$ cat src/rtl/riscv_pkg.sv
// Shared RV32I decode definitions for the ID/EX issue stage.
//   alu_ctrl_e  : ALU operation codes driven on alu_control
//   imm_type_e  : immediate format selector for alu_imm_gen
//   OPC_*       : major opcodes (instr[6:0]) recognised by the decoder
//   alu_from_funct3 : maps funct3 plus the alternate bit (instr[30]) to an ALU op
package riscv_pkg;

    localparam int XLEN_DEF       = 32;
    localparam int ALU_CTRL_W_DEF = 4;

    typedef enum logic [3:0] {
        ALU_ADD    = 4'b0000,
        ALU_SUB    = 4'b0001,
        ALU_SLL    = 4'b0010,
        ALU_SLT    = 4'b0011,
        ALU_SLTU   = 4'b0100,
        ALU_XOR    = 4'b0101,
        ALU_SRL    = 4'b0110,
        ALU_SRA    = 4'b0111,
        ALU_OR     = 4'b1000,
        ALU_AND    = 4'b1001,
        ALU_PASS_B = 4'b1010
    } alu_ctrl_e;

    typedef enum logic [2:0] {
        IMM_NONE = 3'd0,
        IMM_I    = 3'd1,
        IMM_S    = 3'd2,
        IMM_B    = 3'd3,
        IMM_U    = 3'd4,
        IMM_J    = 3'd5
    } imm_type_e;

    localparam logic [6:0] OPC_LOAD   = 7'b0000011;
    localparam logic [6:0] OPC_OP_IMM = 7'b0010011;
    localparam logic [6:0] OPC_AUIPC  = 7'b0010111;
    localparam logic [6:0] OPC_STORE  = 7'b0100011;
    localparam logic [6:0] OPC_OP     = 7'b0110011;
    localparam logic [6:0] OPC_LUI    = 7'b0110111;
    localparam logic [6:0] OPC_BRANCH = 7'b1100011;
    localparam logic [6:0] OPC_JALR   = 7'b1100111;
    localparam logic [6:0] OPC_JAL    = 7'b1101111;

    // alt selects SUB for funct3=000 and SRA for funct3=101; callers gate it
    // so that OP-IMM never turns ADDI into a subtract.
    function automatic alu_ctrl_e alu_from_funct3(input logic [2:0] funct3, input logic alt);
        alu_ctrl_e op;
        case (funct3)
            3'b000:  op = alt ? ALU_SUB : ALU_ADD;
            3'b001:  op = ALU_SLL;
            3'b010:  op = ALU_SLT;
            3'b011:  op = ALU_SLTU;
            3'b100:  op = ALU_XOR;
            3'b101:  op = alt ? ALU_SRA : ALU_SRL;
            3'b110:  op = ALU_OR;
            default: op = ALU_AND;
        endcase
        return op;
    endfunction

endpackage

$ cat src/rtl/alu_imm_gen.sv
// Combinational RV32I immediate generator.
//   i_instr_hi [31:7] : instruction bits above the opcode
//   i_imm_type        : immediate format (I/S/B/U/J, NONE gives 0)
//   o_imm     [31:0]  : sign-extended immediate (sign taken from instr[31])
module alu_imm_gen
    import riscv_pkg::*;
(
    input  logic [31:7] i_instr_hi,
    input  imm_type_e   i_imm_type,
    output logic [31:0] o_imm
);

    // Replicated sign bit; each format takes as many fill bits as it needs.
    logic [19:0] w_sign;

    genvar gi;
    generate
        for (gi = 0; gi < 20; gi++) begin : g_sign
            assign w_sign[gi] = i_instr_hi[31];
        end
    endgenerate

    always_comb begin
        o_imm = '0;
        case (i_imm_type)
            IMM_I: o_imm = {w_sign, i_instr_hi[31:20]};
            IMM_S: o_imm = {w_sign, i_instr_hi[31:25], i_instr_hi[11:7]};
            IMM_B: o_imm = {w_sign[18:0], i_instr_hi[31], i_instr_hi[7],
                            i_instr_hi[30:25], i_instr_hi[11:8], 1'b0};
            IMM_U: o_imm = {i_instr_hi[31:12], 12'b0};
            IMM_J: o_imm = {w_sign[10:0], i_instr_hi[31], i_instr_hi[19:12],
                            i_instr_hi[20], i_instr_hi[30:21], 1'b0};
            default: o_imm = '0;
        endcase
    end

endmodule

$ cat src/rtl/id_ex_alu_issue.sv
// ID/EX issue stage: decodes an RV32I instruction from IF/ID, selects ALU
// operands and op code, and holds them in a single ID/EX register towards EX.
//   clk, rst                 : clock, synchronous active-high reset
//   in_valid/in_ready        : IF/ID handshake (in_instr, in_pc, rs1/rs2 data)
//   flush                    : redirect from EX, drops the entry and the input
//   out_valid/out_ready      : EX handshake
//   operand_a/b, alu_control : ALU inputs
//   out_imm, out_pc, out_rs2_data, out_rd, out_funct3 : side data for EX/MEM
//   out_reg_write/mem_read/mem_write/branch/jump      : control flags
//   illegal_instr            : one-cycle pulse when an unknown opcode is taken
module id_ex_alu_issue
    import riscv_pkg::*;
#(
    parameter int XLEN       = XLEN_DEF,
    parameter int ALU_CTRL_W = ALU_CTRL_W_DEF
) (
    input  logic                  clk,
    input  logic                  rst,
    input  logic                  in_valid,
    output logic                  in_ready,
    input  logic [31:0]           in_instr,
    input  logic [XLEN-1:0]       in_pc,
    input  logic [XLEN-1:0]       rs1_data,
    input  logic [XLEN-1:0]       rs2_data,
    input  logic                  flush,
    input  logic                  out_ready,
    output logic                  out_valid,
    output logic [XLEN-1:0]       operand_a,
    output logic [XLEN-1:0]       operand_b,
    output logic [ALU_CTRL_W-1:0] alu_control,
    output logic [XLEN-1:0]       out_imm,
    output logic [XLEN-1:0]       out_pc,
    output logic [XLEN-1:0]       out_rs2_data,
    output logic [4:0]            out_rd,
    output logic [2:0]            out_funct3,
    output logic                  out_reg_write,
    output logic                  out_mem_read,
    output logic                  out_mem_write,
    output logic                  out_branch,
    output logic                  out_jump,
    output logic                  illegal_instr
);

    // Instruction fields
    logic [6:0] w_opcode;
    logic [4:0] w_rd_field;
    logic [4:0] w_rs1_field;
    logic [4:0] w_rs2_field;
    logic [2:0] w_funct3_field;

    assign w_opcode       = in_instr[6:0];
    assign w_rd_field     = in_instr[11:7];
    assign w_funct3_field = in_instr[14:12];
    assign w_rs1_field    = in_instr[19:15];
    assign w_rs2_field    = in_instr[24:20];

    // Decode results
    imm_type_e       w_imm_type;
    logic [31:0]     w_imm;
    logic [XLEN-1:0] w_op_a;
    logic [XLEN-1:0] w_op_b;
    alu_ctrl_e       w_ctrl;
    logic [4:0]      w_rd;
    logic [2:0]      w_funct3;
    logic            w_reg_write;
    logic            w_mem_read;
    logic            w_mem_write;
    logic            w_branch;
    logic            w_jump;
    logic            w_illegal;
    logic            w_uses_rs2;
    logic            w_is_shift_imm;

    // ID/EX register
    logic            r_valid;
    logic [XLEN-1:0] r_op_a;
    logic [XLEN-1:0] r_op_b;
    alu_ctrl_e       r_ctrl;
    logic [XLEN-1:0] r_imm;
    logic [XLEN-1:0] r_pc;
    logic [XLEN-1:0] r_rs2_data;
    logic [4:0]      r_rd;
    logic [2:0]      r_funct3;
    logic            r_reg_write;
    logic            r_mem_read;
    logic            r_mem_write;
    logic            r_branch;
    logic            r_jump;
    logic            r_illegal;

    logic w_load_use;
    logic w_capture;

    alu_imm_gen u_imm_gen (
        .i_instr_hi (in_instr[31:7]),
        .i_imm_type (w_imm_type),
        .o_imm      (w_imm)
    );

    assign w_is_shift_imm = (w_funct3_field == 3'b001) || (w_funct3_field == 3'b101);

    always_comb begin
        w_imm_type  = IMM_NONE;
        w_op_a      = '0;
        w_op_b      = '0;
        w_ctrl      = ALU_ADD;
        w_rd        = w_rd_field;
        w_funct3    = w_funct3_field;
        w_reg_write = 1'b0;
        w_mem_read  = 1'b0;
        w_mem_write = 1'b0;
        w_branch    = 1'b0;
        w_jump      = 1'b0;
        w_illegal   = 1'b0;
        w_uses_rs2  = 1'b0;
        case (w_opcode)
            OPC_OP: begin
                w_op_a      = rs1_data;
                w_op_b      = rs2_data;
                w_ctrl      = alu_from_funct3(w_funct3_field, in_instr[30]);
                w_reg_write = 1'b1;
                w_uses_rs2  = 1'b1;
            end
            OPC_OP_IMM: begin
                w_imm_type  = IMM_I;
                w_op_a      = rs1_data;
                // Shift immediates carry only the shamt; instr[30] is the
                // SRAI selector, not part of the shift amount.
                w_op_b      = w_is_shift_imm ? {27'b0, in_instr[24:20]} : w_imm;
                w_ctrl      = alu_from_funct3(w_funct3_field,
                                              (w_funct3_field == 3'b101) && in_instr[30]);
                w_reg_write = 1'b1;
            end
            OPC_LOAD: begin
                w_imm_type  = IMM_I;
                w_op_a      = rs1_data;
                w_op_b      = w_imm;
                w_reg_write = 1'b1;
                w_mem_read  = 1'b1;
            end
            OPC_STORE: begin
                w_imm_type  = IMM_S;
                w_op_a      = rs1_data;
                w_op_b      = w_imm;
                w_rd        = 5'd0;
                w_mem_write = 1'b1;
                w_uses_rs2  = 1'b1;
            end
            OPC_BRANCH: begin
                w_imm_type = IMM_B;
                w_op_a     = rs1_data;
                w_op_b     = rs2_data;
                w_rd       = 5'd0;
                w_branch   = 1'b1;
                w_uses_rs2 = 1'b1;
                case (w_funct3_field[2:1])
                    2'b10:   w_ctrl = ALU_SLT;   // BLT/BGE
                    2'b11:   w_ctrl = ALU_SLTU;  // BLTU/BGEU
                    default: w_ctrl = ALU_SUB;   // BEQ/BNE
                endcase
            end
            OPC_LUI: begin
                w_imm_type  = IMM_U;
                w_op_b      = w_imm;
                w_ctrl      = ALU_PASS_B;
                w_reg_write = 1'b1;
            end
            OPC_AUIPC: begin
                w_imm_type  = IMM_U;
                w_op_a      = in_pc;
                w_op_b      = w_imm;
                w_reg_write = 1'b1;
            end
            OPC_JAL, OPC_JALR: begin
                // The ALU computes the link address; the target uses out_imm.
                w_imm_type  = (w_opcode == OPC_JAL) ? IMM_J : IMM_I;
                w_op_a      = in_pc;
                w_op_b      = 32'd4;
                w_reg_write = 1'b1;
                w_jump      = 1'b1;
            end
            default: begin
                w_rd      = 5'd0;
                w_funct3  = 3'd0;
                w_illegal = 1'b1;
            end
        endcase
        if (w_rd == 5'd0) begin
            w_reg_write = 1'b0;
        end
    end

    // rs1 is compared for every format: a false hazard costs one bubble,
    // whereas decoding rs1 usage would lengthen the in_ready path.
    assign w_load_use = r_valid && r_mem_read && (r_rd != 5'd0) &&
                        ((r_rd == w_rs1_field) || (w_uses_rs2 && (r_rd == w_rs2_field)));

    assign in_ready  = !rst && (!r_valid || out_ready) && !flush && !w_load_use;
    assign w_capture = in_valid && in_ready;

    always_ff @(posedge clk) begin
        if (rst) begin
            r_valid     <= 1'b0;
            r_op_a      <= '0;
            r_op_b      <= '0;
            r_ctrl      <= ALU_ADD;
            r_imm       <= '0;
            r_pc        <= '0;
            r_rs2_data  <= '0;
            r_rd        <= '0;
            r_funct3    <= '0;
            r_reg_write <= 1'b0;
            r_mem_read  <= 1'b0;
            r_mem_write <= 1'b0;
            r_branch    <= 1'b0;
            r_jump      <= 1'b0;
            r_illegal   <= 1'b0;
        end else begin
            r_illegal <= 1'b0;
            if (flush) begin
                r_valid <= 1'b0;
            end else if (w_capture) begin
                r_valid     <= 1'b1;
                r_op_a      <= w_op_a;
                r_op_b      <= w_op_b;
                r_ctrl      <= w_ctrl;
                r_imm       <= w_illegal ? '0 : w_imm;
                r_pc        <= in_pc;
                r_rs2_data  <= rs2_data;
                r_rd        <= w_rd;
                r_funct3    <= w_funct3;
                r_reg_write <= w_reg_write;
                r_mem_read  <= w_mem_read;
                r_mem_write <= w_mem_write;
                r_branch    <= w_branch;
                r_jump      <= w_jump;
                r_illegal   <= w_illegal;
            end else if (r_valid && out_ready) begin
                r_valid <= 1'b0;
            end
        end
    end

    assign out_valid     = r_valid;
    assign operand_a     = r_op_a;
    assign operand_b     = r_op_b;
    assign alu_control   = r_ctrl;
    assign out_imm       = r_imm;
    assign out_pc        = r_pc;
    assign out_rs2_data  = r_rs2_data;
    assign out_rd        = r_rd;
    assign out_funct3    = r_funct3;
    assign out_reg_write = r_reg_write;
    assign out_mem_read  = r_mem_read;
    assign out_mem_write = r_mem_write;
    assign out_branch    = r_branch;
    assign out_jump      = r_jump;
    assign illegal_instr = r_illegal;

endmodule

$ cat config.mk
export PLATFORM = sky130hd
export DESIGN_NAME = id_ex_alu_issue
export DESIGN_NICKNAME = d
export VERILOG_FILES = /design/src/rtl/riscv_pkg.sv /design/src/rtl/alu_imm_gen.sv /design/src/rtl/id_ex_alu_issue.sv
export SDC_FILE = /design/constraint.sdc
export NUM_CORES = 1
export LEC_CHECK = 0
export CAP_MARGIN = 20
export CELL_PAD_IN_SITES_DETAIL_PLACEMENT = 0
export CELL_PAD_IN_SITES_GLOBAL_PLACEMENT = 1
export CORE_MARGIN = 1.5
export CORE_UTILIZATION = 32
export CTS_CLUSTER_DIAMETER = 150
export CTS_CLUSTER_SIZE = 25
export DETAILED_ROUTE_END_ITERATION = 7
export GPL_ROUTABILITY_DRIVEN = 0
export PLACE_DENSITY = 0.88
export SLEW_MARGIN = 20
export SYNTH_ARGS = -nofsm -noshare
export SYNTH_HDL_FRONTEND = slang
export SYNTH_SLANG_ARGS = --single-unit
export TNS_END_PERCENT = 30
$ cat constraint.sdc
create_clock -name clk -period 2 [get_ports clk]
set_input_delay 0.2 -clock clk [delete_from_list [all_inputs] [get_ports clk]]
set_output_delay 0.2 -clock clk [all_outputs]
set_load 0.01 [all_outputs]
# Word level (Yosys, flattened, before mapping)

Index checks and enable logic that the tools add are counted.

$add $sub $neg: 0
$mul: 0
Divide/modulo/power cells: 0
Order comparisons: 0
Shift-type cells: 0
Mux-type cells: 27
Reduce and logical (&&, ||, !) cells: 34
Equal/unequal tests: 24
Bitwise operators: 2

Operators with widths:

| operator           | number |
|---|---|
| $pmux 32 s5        | 1 |
| $pmux 32 s4        | 1 |
| $mux 32            | 2 |
| $pmux 32 s2        | 1 |
| $pmux 4 s7         | 2 |
| $eq 7x6->1 const B | 3 |
| $eq 7x7->1 const B | 3 |
| $pmux 4 s4         | 1 |
| $eq 3x3->1 const B | 5 |
| $pmux 3 s5         | 1 |
| $eq 7x5->1 const B | 2 |
| $mux 1             | 14 |
| $eq 3x2->1 const B | 4 |
| $eq 5x5->1         | 2 |
| $logic_and 1x1->1  | 10 |
| $reduce_or 2->1    | 5 |
| $reduce_or 3->1    | 3 |
| $reduce_or 9->1    | 1 |
| $eq 7x2->1 const B | 1 |
| $reduce_or 7->1    | 1 |
| $eq 3x1->1 const B | 2 |
| $mux 3             | 2 |
| $pmux 3 s2         | 1 |
| $logic_not 5->1    | 1 |
| other kinds (11)   | 18 |

Logic and storage cells: 102
Output and inout bits: 180
Latch bits: 0
Memories kept: 0
ROM bits: 0
Flip-flop bits (word level): 179
Input port bits: 133
Memory bits (writable): 0

# Longest topological paths before layout

Gate-level depths: netlist (run 1).

Depth in word-level cells: 11
Gate-level depth with buffers: 9
Mapped depth without buffers: 6

# Modules after synthesis

A second synthesis (run 1) with hierarchy kept.

Cells, all modules: 969
Area total of the unflattened synthesis: 8,454.4 µm²

Modules (own cells, without submodules):

| module          | area each (µm²) | cells an instance | times used |
|---|---|---|---|
| id_ex_alu_issue | 8,064.0         | 903               | 1 |
| alu_imm_gen     | 390.4           | 66                | 1 |

# Worst setup path after synthesis (run 1)

Ideal clock, no wire load.

Kind: register to register
Start: register r_rd[4] (netlist: out_rd[4])
End: register r_pc[0] (netlist: out_pc[0])
Arrival: 1.837 ns
Path buffers: 2
Cell stages (with the launch flop): 8
Setup time: 0.071 ns
Clock period less this slack: 1.908 ns
Setup slack: 0.092 ns
Cell sequence: dfxtp_1 > or3_1 > o311a_1 > o21ai_2 > buf_2 > buf_1 > nand3_1 > a21oi_2

Longest elaborated chain between the ends: 8
Elaborated cells on any way between the ends: 11

Ends and longest elaborated chain:

| element                        | line                   | RTL |
|---|---|---|
| from (decl)                    | id_ex_alu_issue.sv:82  | `logic [4:0] r_rd;` |
| from (signal assigned)         | id_ex_alu_issue.sv:230 | `r_rd <= w_rd;` |
| $eq 5x5->1                     | id_ex_alu_issue.sv:196 | `((r_rd == w_rs1_field) \|\| (w_uses_rs2 && (r_rd == w_rs2_field)));` |
| $logic_and 1x1->1              | id_ex_alu_issue.sv:196 |  |
| $logic_or 1x1->1               | id_ex_alu_issue.sv:196 |  |
| $logic_and 1x1->1 (*)          | id_ex_alu_issue.sv:195 | `assign w_load_use = r_valid && r_mem_read && (r_rd != 5'd0) &&` |
| $logic_not 1->1 (*)            | id_ex_alu_issue.sv:198 | `assign in_ready = !rst && (!r_valid \|\| out_ready) && !flush && !w_load_use;` |
| $logic_and 1x1->1 (*)          | id_ex_alu_issue.sv:198 |  |
| $logic_and 1x1->1 (*)          | id_ex_alu_issue.sv:199 | `assign w_capture = in_valid && in_ready;` |
| $reduce_and 2->1 (no line) (*) | -                      |  |
| to (signal assigned)           | id_ex_alu_issue.sv:228 | `r_pc <= in_pc;` |
| to (decl)                      | id_ex_alu_issue.sv:80  | `logic [XLEN-1:0] r_pc;` |

Mark *: on every way between the ends. The rest lies on a longest branch, timed or not.
A chain may end at the register's enable or synchronous reset.

# Worst setup path in the final report (run 1)

Start: register r_rd[4] (netlist: out_rd[4])
End: register r_branch (netlist: out_branch)

Longest elaborated chain between the ends: 8
Elaborated cells on any way between the ends: 11

Ends and longest elaborated chain:

| element                        | line                   | RTL |
|---|---|---|
| $eq 5x5->1                     | id_ex_alu_issue.sv:196 |  |
| $logic_and 1x1->1              | id_ex_alu_issue.sv:196 |  |
| $logic_or 1x1->1               | id_ex_alu_issue.sv:196 |  |
| $logic_and 1x1->1 (*)          | id_ex_alu_issue.sv:195 |  |
| $logic_not 1->1 (*)            | id_ex_alu_issue.sv:198 |  |
| $logic_and 1x1->1 (*)          | id_ex_alu_issue.sv:198 |  |
| $logic_and 1x1->1 (*)          | id_ex_alu_issue.sv:199 |  |
| $reduce_and 2->1 (no line) (*) | -                      |  |
| to (signal assigned)           | id_ex_alu_issue.sv:235 | `r_branch <= w_branch;` |
| to (decl)                      | id_ex_alu_issue.sv:87  | `logic r_branch;` |

Marked as above.

==> results of run 1 <==
[power by group through the flow]
| stage | clock network [uW] | logic [uW] | registers, uW |
|---|---|---|---|
| 2_1_floorplan | 0 | 450 | 3880 |
| 3_3_place_gp | 0 | 1320 | 3840 |
| 3_5_place_dp | 0 | 1330 | 3840 |
| 4_1_cts | 3550 | 1370 | 3760 |
| 5_1_grt | 3710 | 1520 | 3770 |
| 6_report | 3500 | 1440 | 3760 |
[per-stage QoR]
step | setup TNS [ps] | cell area (um2)
2_1_floorplan | 0 | 8380
3_3_place_gp | -71040 | 12600
3_5_place_dp | -82420 | 12600
4_1_cts | -28800 | 13500
5_1_grt | -15660 | 14100
6_report | -7550 | 14100
[placed cells by master (no fill, tap or decap), drive strengths merged, types with 2 or more instances in the layout]
| master | instances |
|---|---|
| xor2 | 4 |
| dfxtp | 179 |
| nand4b | 2 |
| nor4 | 3 |
| a221oi | 11 |
| o31ai | 2 |
| o21ai | 102 |
| nor2 | 21 |
| and2 | 3 |
| buf | 141 |
| dlymetal6s2s | 3 |
| nand2b | 5 |
| a211oi | 71 |
| nand4 | 16 |
| nand3 | 84 |
| a21oi | 162 |
| a22oi | 47 |
| clkbuf | 21 |
| nand2 | 46 |
| mux2i | 2 |
| nor3b | 2 |
| o21a | 2 |
| clkdlybuf4s50 | 307 |
| nand3b | 2 |
| xnor2 | 9 |
| o211ai | 10 |
| nor3 | 7 |
| a2111oi | 2 |
| o211a | 9 |
| or3 | 3 |
| inv | 9 |
| a32oi | 9 |
| a22o | 2 |
| clkinv | 7 |
[critical path, stage by stage (launching register included)]
cell and delay, ps:
dfxtp_2 340, buf_6 120, xnor2_2 110, nand4_1 160, a2111oi_4 50, buf_4 160, buf_6 110, o21a_4 240
buf_4 150, buf_12 140, or3_1 370, a21oi_1 120
[synth_stat cells, types with 11 or more instances]
cell	instances	area share (%)
buf_1	20	0.90
a211oi_2	20	3.0
buf_6	13	1.7
a21oi_1	115	6.9
clkbuf_1	51	2.3
a221oi_1	11	1.1
nand3_1	84	5.0
a211oi_1	51	4.6
buf_2	21	1.3
a22oi_1	47	4.2
dfxtp_1	179	43
nand4_1	16	1.2
a21oi_2	47	4.9
o21ai_0	48	2.9
nor2_1	19	0.85
nand2_1	44	2.0
o21ai_1	45	2.7
[flip-flops by register name, indices dropped and copies added, names as in the netlist, 3 cells and up]
signal	count
out_pc	32
operand_a	32
out_funct3	3
out_rd	5
operand_b	32
out_imm	32
out_rs2_data	32
alu_control	4
[final timing paths]
path / start / end / slack, ps
hold reg to reg: out_imm[10]$_SDFFE_PP0P_ / out_imm[10]$_SDFFE_PP0P_ / 460
setup / recovery: out_rd[4]$_SDFFE_PP0P_ / out_branch$_SDFFE_PP0P_ / -160
hold / removal: flush / out_valid$_SDFFE_PP0P_ / 330
setup reg to reg: out_rd[4]$_SDFFE_PP0P_ / out_branch$_SDFFE_PP0P_ / -160
[cell families after synthesis]
logic type,share of synthesized area (%)
flip-flops,42.8
XOR/XNOR,1.36
buffers and inverters,6.72
AND/OR/NAND/NOR,12.3
AO/OA/AOI/OAI,36.6
multiplexers,0.239
[timing repair]
action / 4_1_cts / 5_1_grt
endpoints found under the setup margin: 160 / 180
resized for setup: 49 / 112
setup buffers: 4 / 5
hold endpoints to repair: 2 / 0
cloned: 4 / 6
pin swaps: 17 / 49
hold buffers: 1 / 0
[metal layers]
| metal | GRT usage (%) | routed length [um] | vias up |
|---|---|---|---|
| met4 | 11.1 | 1550 | 0 |
| met5 | 0 | 0 | - |
| met1 | 32.8 | 15300 | 4525 |
| met2 | 39.5 | 16500 | 560 |
| li1 | - | - | 4337 |
| met3 | 5.88 | 3270 | 86 |
[cell type report]
class                      instances  area, um2  area share, %
multi-input combinational        657       4710           33.5
timing repair buffer             455       4710           33.5
sequential                       179       3590           25.5
clock buffer                      18        439           3.12
tap                              335        419           2.98
clock inverter                    14        169           1.20
inverter                           4       15.0          0.107
==> metrics.md, run 1 <==
| Metric | Value |
|---|---|
| Outcome | finished with violations |
| Failing checks | setup timing |
| Number of synthesized register bits | 179 |
| First-pass GRT wire length | 52.2 mm |
| Cell Int Power | 6250 uW |
| Routed wire length | 36.6 mm |
| Hold crit path type | input pin to register |
| Max-Cap Viols | 0 |
| Post-synth ARST share | 0% |
| Initial antenna violation count | 0 |
| Vias per Instance | 5.72 |
| Total power | 8690 uW |
| Vias | 9508 |
| Layout Utilization | 54.3% |
| CTS buffer count | 17 |
| YS warnings | 0 |
| Fin cells | 1662 |
| Tmin final | 2160 ps |
| Final period util | 108% |
| DIE WIDTH | 165 um |
| Clock power share | 40.2% |
| Fin worst setup slack | -162 ps |
| Largest net degree at the start of global routing | 47 |
| Number of fill cells | 2256 |
| Switch Pwr | 2440 uW |
| Root buffer cell | clkbuf_16 |
| Worst hold slack | 334 ps |
| Reg clk slew, reported paths | 80 ps |
| CTS tree | built |
| Share of cells above drive strength 1 | 27.3% |
| Die Height | 165 um |
| Tightest Pin Transition | 794 ps |
| Synth Net Count | 1082 |
| Lkg Pwr | 0.00477 uW |
| Crit path arrival time | 2530 ps |
| Register share of total power | 43.3% |
| CP max FO | 19 |
| Power per Cell Area | 619 nW/um2 |
| DP HPWL | 24.7 mm |
| Number of different library cells in the post-synthesis netlist | 64 |
| Post-route ant nets | 0 |
| Mean post-synth cell area | 8.83 um2 |
| Grt ovf | 0 |
| Maximum VDD drop | 0.551 mV |
| Synth Cell Area | 8380 um2 |
| Reg2Reg Depth | 11 |
| EDFF count, synth | 0 |
| Number of remaining DRC errors | 0 |
| Latest clock arrival within the worst-skew pair | 440 ps |
| Die ar. | 27200 um2 |
| Clock Skews | 13.2 ps |
| CP required | 2370 ps |
| ANT cells | 0 |
| Total GRT Usage | 25.2% |
| Worst relative slew slack | 46.4% |
| WL/cell | 22.0 um |
| Core Area | 25900 um2 |
| Vias in the first global route | 8912 |
| Switching share of power | 28.1% |
| Combinational power share | 16.5% |
| Startpoint Class | register |
| Synth Instances | 949 |
| Clock Path Buffers | 2 |
| Final Net Count | 1447 |
| Hold Path Stages | 2 |
| H-tree depth | 4 |
| RSZ-0062 raised after global routing | yes |
| Fmax | 0.463 GHz |
| Register area share after synthesis | 42.8% |
| Initial DRC Count | 1021 |
| Place WS | -529 ps |
| Initial core utilization | 32.3% |
| Port buffer count | 312 |
| CP Class | register to register |
| Pins Over Slew Limit | 0 |
| CP Capture Type | register |
| Area Growth Syn to Fin | 67.7% |
| I/O pins | 313 |
| Standard-cell rows | 59 |
| Sink Count | 179 |
| Pre-antenna DRT Iters | 5 |
| Placed cell count | 1610 |
| Setup violations, final | 157 |
| Final hold vios | 0 |
| Most used DFF post-synth | dfxtp_1 |
No activity file was read; power rests on OpenSTA's default activity.
==> run 2: changes to the inputs <==
ABC_AREA = 1   (was default)
CORE_UTILIZATION = 30   (was 32)
PLACE_DENSITY = 0.89   (was 0.88)
==> run 2 against run 1 <==
Against the previous run: the run now ends clean; sequential share of layout area up 2.9 points; clock-buffer cell count unchanged; synthesized cell count is 29% higher; wire length is 15% lower; global-route usage fell by 3.6 points; flip-flop and latch count did not move; cell area decreased by 10%; synthesized area down 3.0%; first-iteration DRC count decreased by 46%; sequential power decreased by 3%; final cell count is 15% higher; clock skew rose by 2.1 ps.
==> metrics.md, run 2 <==
| Metric | Value |
|---|---|
| Outcome | completed |
| Grt ovf | 0 |
| CTS buffer count | 17 |
| Cell Int Power | 6110 uW |
| Crit path arrival time | 1680 ps |
| Register area share after synthesis | 44.1% |
| DP Area | 12000 um2 |
| Lkg Pwr | 0.00500 uW |
| Vias per Instance | 4.73 |
| Post-route ant nets | 0 |
| Clock Skews | 15.3 ps |
| Commonest non-fill, non-tap cell in the layout | nand2_1 |
| Die ar. | 28100 um2 |
| Area Growth Syn to Fin | 55.4% |
| Synth Instances | 1225 |
| Max-Cap Viols | 0 |
| First-pass GRT wire length | 47.3 mm |
| Initial DRC Count | 555 |
| R2R Path End | out_imm[30]$_SDFFE_PP0P_ |
| CP required | 1800 ps |
| Total GRT Usage | 21.6% |
| Post-synth ARST share | 0% |
| Share of the synthesized area in the top cell type | 44.1% |
| Die Height | 168 um |
| Latest clock arrival within the worst-skew pair | 430 ps |
| Compound-gate portion of the synthesized area | 14.3% |
| Number of different library cells in the post-synthesis netlist | 32 |
| Synth Area in Simple Gates | 32.0% |
| Largest family of logic cells by synthesized area | simple AND/OR/NAND/NOR gates |
| DIE WIDTH | 168 um |
| Largest net degree at the start of global routing | 172 |
| CP Class | register to output port |
| Sink Count | 179 |
| CP max FO | 5 |
| Core Area | 26800 um2 |
| CP Capture Type | output port |
| CTS tree | built |
| Final hold vios | 0 |
| RSZ-0062 raised after global routing | yes |
| I/O pins | 313 |
| Worst relative slew slack | 37.7% |
| Multi-input gate area | 3870 um2 |
| Reg2Reg Depth | 11 |
| Reg-to-Reg Start | out_rd[2]$_SDFFE_PP0P_ |
| Mean post-synth cell area | 6.63 um2 |
| Most used DFF post-synth | dfxtp_1 |
| Fin cells | 1906 |
| DP HPWL | 22.4 mm |
| Hold crit path type | input pin to register |
| Synth Net Count | 1358 |
| Design Area, Final | 12600 um2 |
| Final period util | 93.8% |
| Root buffer cell | clkbuf_16 |
| Vias | 9013 |
| Crit path from | out_rd[1]$_SDFFE_PP0P_ |
| Port buffer count | 312 |
| Initial antenna violation count | 2 |
| H-tree depth | 4 |
| Most frequent cell after synthesis | nand2_1 |
| Number of remaining DRC errors | 0 |
| EDFF count, synth | 0 |
| Reg2Reg Setup Slack | 140 ps |
| Critical Path Sink | in_ready |
| # hold bufs at CTS | 0 |
| Switching share of power | 25.5% |
| Worst hold slack | 95.9 ps |
| Clock Path Buffers | 2 |
| Synth Cell Area | 8130 um2 |
| Post-Synth Adder-Cell Area | 0% |
| Commonest cells after routing, fill and taps aside | 554 x nand2_1, 310 x clkdlybuf4s50_1, 182 x a21oi_1 |
| Fmax | 0.533 GHz |
| Reg clk slew, reported paths | 70 ps |
| Post-synthesis xor/xnor area fraction | 0.862% |
| Number of synthesized register bits | 179 |
| Standard-cell rows | 60 |
| Switch Pwr | 2090 uW |
| Pins Over Slew Limit | 0 |
| Tmin final | 1880 ps |
| Combinational power share | 12.1% |
| Routed wire length | 31.1 mm |
| Leading area contributor after synthesis | dfxtp_1 |
| Placed cell count | 1871 |
| Mux contribution to synthesized area | 0% |
| Top cells by count, synth | 555 x nand2_1, 182 x a21oi_1, 179 x dfxtp_1 |
| WL/cell | 16.3 um |
| Final Net Count | 1682 |
| Setup violations, final | 0 |
| YS warnings | 0 |
| Pre-antenna DRT Iters | 5 |
| Number of fill cells | 2669 |
| Reg area | 3590 um2 |
| Clock power share | 43.2% |
| Startpoint Class | register |
| Register share of total power | 44.7% |
| Initial core utilization | 30.3% |
| Power per Cell Area | 649 nW/um2 |
| Top cells by area, synth | dfxtp_1 44%, nand2_1 26%, a21oi_1 11% |
| Tightest Pin Transition | 934 ps |
| Share of cells above drive strength 1 | 8.13% |
| Maximum VDD drop | 0.399 mV |
| Vias in the first global route | 8336 |
-- run 2: cell types whose count changed after synthesis, sizes merged, moves of 7 or more --
cell | previous run | this run
nand2 | 46 | 558
inv | 4 | 81
a211oi | 71 | 1
o21ai | 102 | 40
nand3 | 84 | 25
a22oi | 47 | 0
clkbuf | 54 | 30
nor2 | 21 | 44
a21oi | 162 | 182
a221oi | 11 | 0
buf | 55 | 45
o211a | 9 | 0
o211ai | 10 | 1
a32oi | 9 | 2
-- run 2: critical path, stage by stage (launching register included) --
cell,delay (ps)
dfxtp_4,400
inv_1,60
nand2_1,50
nand2_1,50
a21oi_1,110
nand3_1,130
nand2_1,120
nand2_2,80
nand2_2,100
inv_1,50
clkbuf_2,120
-- run 2: how the worst min path moves through the flow --
stage | startpoint | endpoint | slack (ps) | cells past startpoint
3_3_place_gp | out_imm[7]$_SDFFE_PP0P_ | out_imm[7]$_SDFFE_PP0P_ | 450 | 2
2_1_floorplan | in_instr[10] | out_rd[3]$_SDFFE_PP0P_ | 340 | 2
5_1_grt | rst | out_valid$_SDFFE_PP0P_ | 130 | 3
3_5_place_dp | out_imm[15]$_SDFFE_PP0P_ | out_imm[15]$_SDFFE_PP0P_ | 450 | 2
6_report | rst | out_valid$_SDFFE_PP0P_ | 100 | 3
4_1_cts | rst | out_valid$_SDFFE_PP0P_ | 80 | 3
-- run 2: through the flow --
stage | TNS [ps] | total power [uW] | setup WS, ps | utilization (%)
floorplan | 0 | 4110 | 425 | -
global placement | -24190 | 4730 | -209 | 44.7
detailed placement | -25600 | 4730 | -222 | 44.7
CTS | 0 | 8270 | 43.1 | 47.1
global route | -10.2 | 8500 | -10.2 | 47.1
finish | 0 | 8200 | 123 | 47.1
-- run 2: final cells by class --
cell class	instances	area share, %
multi-input cells	889	30.7
clock inverters	14	1.37
repair buffers	380	30.2
flip-flops and latches	179	28.5
inverters	82	2.44
diodes	3	0.0594
clock buffers	18	3.40
well taps	341	3.38
-- run 2: layer usage --
metal  track usage (%)  routed length (um)  up-vias
met5                 0                   0        -
met4              8.15                 859        0
met3              4.66                2210       39
met2              33.9               14200      318
met1              28.9               13800     4146
li1                  -                   -     4510
-- run 2: logic make-up (layout without fill, tap and decap cells) --
kind of cell / Yosys count / in the layout
AOI/OAI and AO/OA: 226 / 226
DFF: 179 / 179
buffers and inverters: 157 / 494
other: 0 / 3
xor gates and xnor gates: 8 / 8
and+or+nand+nor: 655 / 655
-- run 2: repair_timing --
item / 4_1_cts / 5_1_grt
buffers inserted: 0 / 0
gates cloned: 0 / 0
pin swaps: 2 / 1
endpoints found under the setup margin: 1 / 4
resized for setup: 11 / 3
-- run 2: power groups by stage --
stage / sequential (uW) / clock, uW / combinational, uW
finish: 3660 / 3540 / 994
global placement: 3740 / 0 / 988
detailed placement: 3740 / 0 / 987
CTS: 3660 / 3610 / 993
global route: 3670 / 3760 / 1070
floorplan: 3770 / 0 / 345
